<file path="src/rtl/wb_pkg.sv">
// Shared constants and helpers for the writeback select path.
// Source indices and immediate extension are used by wb_select_pipe.
package wb_pkg;

    localparam int SEL_ALU   = 0;
    localparam int SEL_MEM   = 1;
    localparam int EXT_MAX_W = 64;

    // The immediate sits directly after the last full-width source.
    function automatic int sel_imm(input int nsrc);
        return nsrc;
    endfunction

    // Extends the low imm_w bits of imm to data_w bits; bits above data_w are zero.
    function automatic logic [EXT_MAX_W-1:0] ext_imm(
        input logic [EXT_MAX_W-1:0] imm,
        input logic                 is_signed,
        input int                   data_w,
        input int                   imm_w
    );
        logic [EXT_MAX_W-1:0] r;
        r = '0;
        for (int i = 0; i < EXT_MAX_W; i++) begin
            if (i < imm_w)
                r[i] = imm[i];
            else if (i < data_w)
                r[i] = is_signed & imm[imm_w-1];
        end
        return r;
    endfunction

endpackage

</file>
<file path="src/rtl/wb_skid_buffer.sv">
// Generic 2-entry valid/ready register stage: a main register driving the output
// and a skid register that absorbs one beat while the consumer stalls.
module wb_skid_buffer #(
    parameter int W = 16
) (
    input  logic         clk,
    input  logic         rst,
    input  logic         in_valid,
    input  logic [W-1:0] in_data,
    output logic         in_ready,
    output logic         out_valid,
    output logic [W-1:0] out_data,
    input  logic         out_ready
);

    logic [W-1:0] skid_data;
    logic         skid_valid;
    logic         accept;
    logic         xfer;

    assign in_ready = !skid_valid && !rst;
    assign accept   = in_valid && in_ready;
    assign xfer     = out_valid && out_ready;

    // An accept implies the skid is empty, so accept and skid-drain never coincide.
    always_ff @(posedge clk) begin
        if (rst) begin
            out_valid  <= 1'b0;
            out_data   <= '0;
            skid_valid <= 1'b0;
            skid_data  <= '0;
        end else if (accept) begin
            if (!out_valid || xfer) begin
                out_valid <= 1'b1;
                out_data  <= in_data;
            end else begin
                skid_valid <= 1'b1;
                skid_data  <= in_data;
            end
        end else if (xfer) begin
            if (skid_valid) begin
                out_data   <= skid_data;
                skid_valid <= 1'b0;
            end else begin
                out_valid <= 1'b0;
            end
        end
    end

endmodule

</file>
<file path="src/rtl/wb_select_pipe.sv">
// Writeback select: picks one of NSRC sources or the extended immediate and
// registers it through a skid buffer; illegal selects are consumed and flagged.
module wb_select_pipe
    import wb_pkg::*;
#(
    parameter int DATA_W = 16,
    parameter int IMM_W  = 8,
    parameter int NSRC   = 2,
    parameter int SEL_W  = 2
) (
    input  logic                   clk,
    input  logic                   rst,
    input  logic [NSRC*DATA_W-1:0] src_data,
    input  logic [IMM_W-1:0]       imm_data,
    input  logic                   imm_signed,
    input  logic [SEL_W-1:0]       sel,
    input  logic                   in_valid,
    output logic                   in_ready,
    output logic [DATA_W-1:0]      out_data,
    output logic                   out_valid,
    input  logic                   out_ready,
    input  logic                   err_clr,
    output logic                   sel_err
);

    localparam logic [SEL_W-1:0] SEL_IMM = SEL_W'(sel_imm(NSRC));

    logic [DATA_W-1:0] sel_data;
    logic [DATA_W-1:0] imm_ext;
    logic              sel_legal;
    logic              illegal_acc;

    assign imm_ext     = DATA_W'(ext_imm(EXT_MAX_W'(imm_data), imm_signed, DATA_W, IMM_W));
    assign sel_legal   = (sel <= SEL_IMM);
    assign illegal_acc = in_valid && in_ready && !sel_legal;

    always_comb begin
        sel_data = '0;
        for (int i = 0; i < NSRC; i++) begin
            if (sel == SEL_W'(i))
                sel_data = src_data[i*DATA_W +: DATA_W];
        end
        if (sel == SEL_IMM)
            sel_data = imm_ext;
    end

    // A new illegal accept outranks a clear on the same edge.
    always_ff @(posedge clk) begin
        if (rst)
            sel_err <= 1'b0;
        else if (illegal_acc)
            sel_err <= 1'b1;
        else if (err_clr)
            sel_err <= 1'b0;
    end

    wb_skid_buffer #(
        .W(DATA_W)
    ) u_skid (
        .clk      (clk),
        .rst      (rst),
        .in_valid (in_valid && sel_legal),
        .in_data  (sel_data),
        .in_ready (in_ready),
        .out_valid(out_valid),
        .out_data (out_data),
        .out_ready(out_ready)
    );

endmodule

</file>
<file path="config.mk">
export PLATFORM = sky130hd
export DESIGN_NAME = wb_select_pipe
export DESIGN_NICKNAME = d
export VERILOG_FILES = /design/src/rtl/wb_pkg.sv /design/src/rtl/wb_skid_buffer.sv /design/src/rtl/wb_select_pipe.sv
export SDC_FILE = /design/constraint.sdc
export NUM_CORES = 1
export LEC_CHECK = 0
export CORE_UTILIZATION = 43
export CTS_BUF_LIST = sky130_fd_sc_hd__clkbuf_8
export DETAILED_ROUTE_END_ITERATION = 8
export PLACE_DENSITY_LB_ADDON = 0.3
export SYNTH_ARGS = -nofsm -noshare
export SYNTH_HDL_FRONTEND = slang
export SYNTH_SLANG_ARGS = --single-unit
</file>
<file path="constraint.sdc">
create_clock -name clk -period 1.6 [get_ports clk]
set_input_delay 0.32 -clock clk [delete_from_list [all_inputs] [get_ports clk]]
set_output_delay 0.32 -clock clk [all_outputs]
set_load 0.05 [all_outputs]
</file>
==> results.py <==
metrics = {
    "synth": {
        "async_flop_share": 0,
        "synth_common_cells": "dfxtp_1 (35), mux2i_1 (32), o21ai_0 (26)",
        "synth_area_leaders": "dfxtp_1 (35%), mux2i_1 (16%), o21ai_0 (6.5%)",
        "yosys.area.top_type": "dfxtp_1",
        "syn_area_mm2": 0.001997,
        "seq_area_frac_synth": 0.3509,
        "syn_area_per_cell_um2": 8.836,
        "synth-main-ff-cell": "dfxtp_1",
        "synth_edf_count": 0,
        "yosysWarnings": 0,
        "syn_inst": 226,
        "ys_ff_latch": 35,
        "yosysMostFrequentCell": "dfxtp_1",
        "syn-num-nets": 274,
        "yosysUniqueCellTypes": 30,
        "synth_top_cell_area_share": 0.3509,
    },
    "floorplanning": {
        "die_area_mm2": 0.004920,
        "die_w_um": 70.15,
        "ioPinCount": 67,
        "placementRows": 24,
        "core_mm2": 0.004414,
        "die_height_um": 70.15,
        "floorplan.initialDensity": 0.4524,
    },
    "layout": {
        "nets": 359,
        "final_util": 0.6743,
        "finalNonFillerCells": 364,
        "n_antenna_cell": 0,
        "syn_to_final_growth_pct": 49.06,
        "drive_gt1_frac": 0.2340,
    },
    "critical_path": {
        "cp-end-kind": "flop",
        "r2r_end": "u_skid.out_data[7]",
        "critPathMaxFanout": 7,
        "path_class": "in -> reg",
        "endpoint": "u_skid.skid_data[7]",
        "crit_start": "sel[1]",
        "rr_worst_depth": 6,
        "r2r-start": "u_skid.out_valid",
        "rrSetupSlack_ps": 150,
        "worstPathRequired_ps": 1770,
        "crit_arrival_ps": 1690,
        "worstSetupStartpointType": "input pin",
    },
    "timing": {
        "drv_slew": 0,
        "tightest_slew_ps": 434.8,
        "max_slew_margin": 0.7088,
        "setup_viol": 0,
        "setup_ws_ps": 82.38,
        "rsz0062_at_grt": "false",
        "period_share": 0.9485,
        "fin_skew_ps": 5.276,
        "hold_viol_final": 0,
        "finalSetupTns_ps": 0,
        "finalCriticalPeriod_ps": 1518,
        "timing.fmax_mhz": 658.9,
    },
    "clocking": {
        "cts.hold.buffers_added": 0,
        "cts_tree": "built",
        "clkTransAtPathRegs_ps": 70,
        "clkLatencyLatePin_ps": 290,
        "cts_root_buf": "clkbuf_8",
        "cts_sinks": 35,
        "cts_max_level": 2,
        "cts.path.max_buffers": 2,
        "cts_made_buffers": 5,
    },
    "power": {
        "powerDensity_mw_per_mm2": 756.0,
        "static-leakage-power_nw": 1.189,
        "power_w": 0.002250,
        "ir_worst_vdd_mv": 0.4845,
    },
    "grt": {
        "grt_first_pass_wirelength_um": 9101,
        "overflow": 0,
        "antenna_found_initial": 0,
        "grt_max_degree": 22,
        "grt_pass1_vias": 1933,
        "grt_use_total": 0.2339,
    },
    "routing": {
        "drcViolationCount": 0,
        "wl_per_cell_um": 14.71,
        "avgViaCountPerCell": 5.398,
        "first_iter_violations": 156,
        "dr.pass1.iters": 6,
        "ant_nets": 0,
        "num_vias": 1965,
        "wl_um": 5354,
    },
    "status": {
        "run_status": "finished, final reports clean",
    },
    "run": {
        "cap_violations": 0,
    },
    "placed_design": {
        "io_buffers": 66,
        "placed_cells": 355,
        "gp_congestion": 0.8038,
        "post-place-ws_ps": -401.0,
        "dp_hpwl_um": 3982,
    },
    "hold_path": {
        "worstHoldPathType": "reg -> reg",
    },
}
-- kinds of logic (layout without fill, tap and decap cells) --
family	Yosys count	in the layout	share of synthesized area
mux	32	32	0.1604
simple gates	73	73	0.1993
buf+inv	22	108	0.06829
compound gates	64	64	0.2212
flops	35	35	0.3509
-- metal layers --
metal / share of wire / vias up / wire, µm / global-route usage
li1: - / 991 / - / -
met1: 0.44 / 893 / 2378 / 0.2955
met2: 0.47 / 69 / 2502 / 0.3750
met3: 0.059 / 12 / 318 / 0.05628
met4: 0.029 / 0 / 154 / 0.1089
met5: 0 / - / 0 / 0
-- worst min path at each step --
stage / slack (ps) / from / endpoint / cells past startpoint
after CTS: 450 / u_skid.skid_data[1] / u_skid.out_data[1] / 2
after detailed placement: 440 / u_skid.skid_data[1] / u_skid.out_data[1] / 2
after global placement: 440 / u_skid.skid_data[1] / u_skid.out_data[1] / 2
after floorplan: 410 / u_skid.skid_data[0] / u_skid.out_data[0] / 2
after global routing: 470 / u_skid.skid_data[1] / u_skid.out_data[1] / 2
final: 440 / u_skid.skid_data[1] / u_skid.out_data[1] / 2
-- placed cells by master, fill, tap and decap left out, types with 2 or more instances in the layout --
cell type / instances
dlygate4sd2_1: 3
o21ai_0: 26
o22ai_1: 16
buf_12: 3
a222oi_1: 7
nor2_1: 17
o2bb2ai_1: 7
nand2b_1: 17
nand2_1: 17
buf_4: 46
clkbuf_8: 6
dlymetal6s2s_1: 2
buf_6: 2
mux2i_1: 32
nand3_1: 2
a21oi_1: 4
dfxtp_1: 34
nor2b_1: 8
clkdlybuf4s50_1: 42
nand4b_1: 2
nor2_2: 2
-- worst max-delay path, stage by stage --
cell and delay, ps:
dlygate4sd2_1 280, a21bo_4 270, nor4b_4 360, buf_6 200, mux2i_1 200, nor2_1 60
-- power by group --
group	internal [W]	switching [W]	leakage [nW]
logic	0.000269	0.000251	0.844
clock network	0.000504	0.000319	0.0612
registers	0.000891	0.0000159	0.284
total	0.00166	0.000586	1.19
-- layout make-up --
cell class                      count  area [µm²]
Clock buffer                        6       82.58
Clock inverter                      2       35.03
Fill cell                         351        1438
Inverter                            2       11.26
Multi-Input combinational cell    169        1179
Sequential cell                    35       704.4
Tap cell                           52       65.06
Timing Repair Buffer               98       899.6
-- metrics by stage --
stage | hold WS, ps | area, µm²
2_1_floorplan | 414.9 | 2004
6_report | 443.0 | 2977
5_1_grt | 470.7 | 2977
3_3_place_gp | 435.9 | 2824
3_5_place_dp | 436.2 | 2824
4_1_cts | 446.2 | 2967
-- sequential cells by signal, indices dropped and copies added, names as in the netlist --
register / count
u_skid.out_data: 16
u_skid.skid_data: 16
sel_err: 1
u_skid.out_valid: 1
u_skid.skid_valid: 1
-- what timing repair did --
item                                    in CTS  in global routing
pin swaps                                    2                  1
gates cloned                                 0                  0
endpoints found under the setup margin      24                 33
buffers inserted                             1                  0
resized for setup                            8                  4
Note: power is estimated with default switching activity, not from simulation.
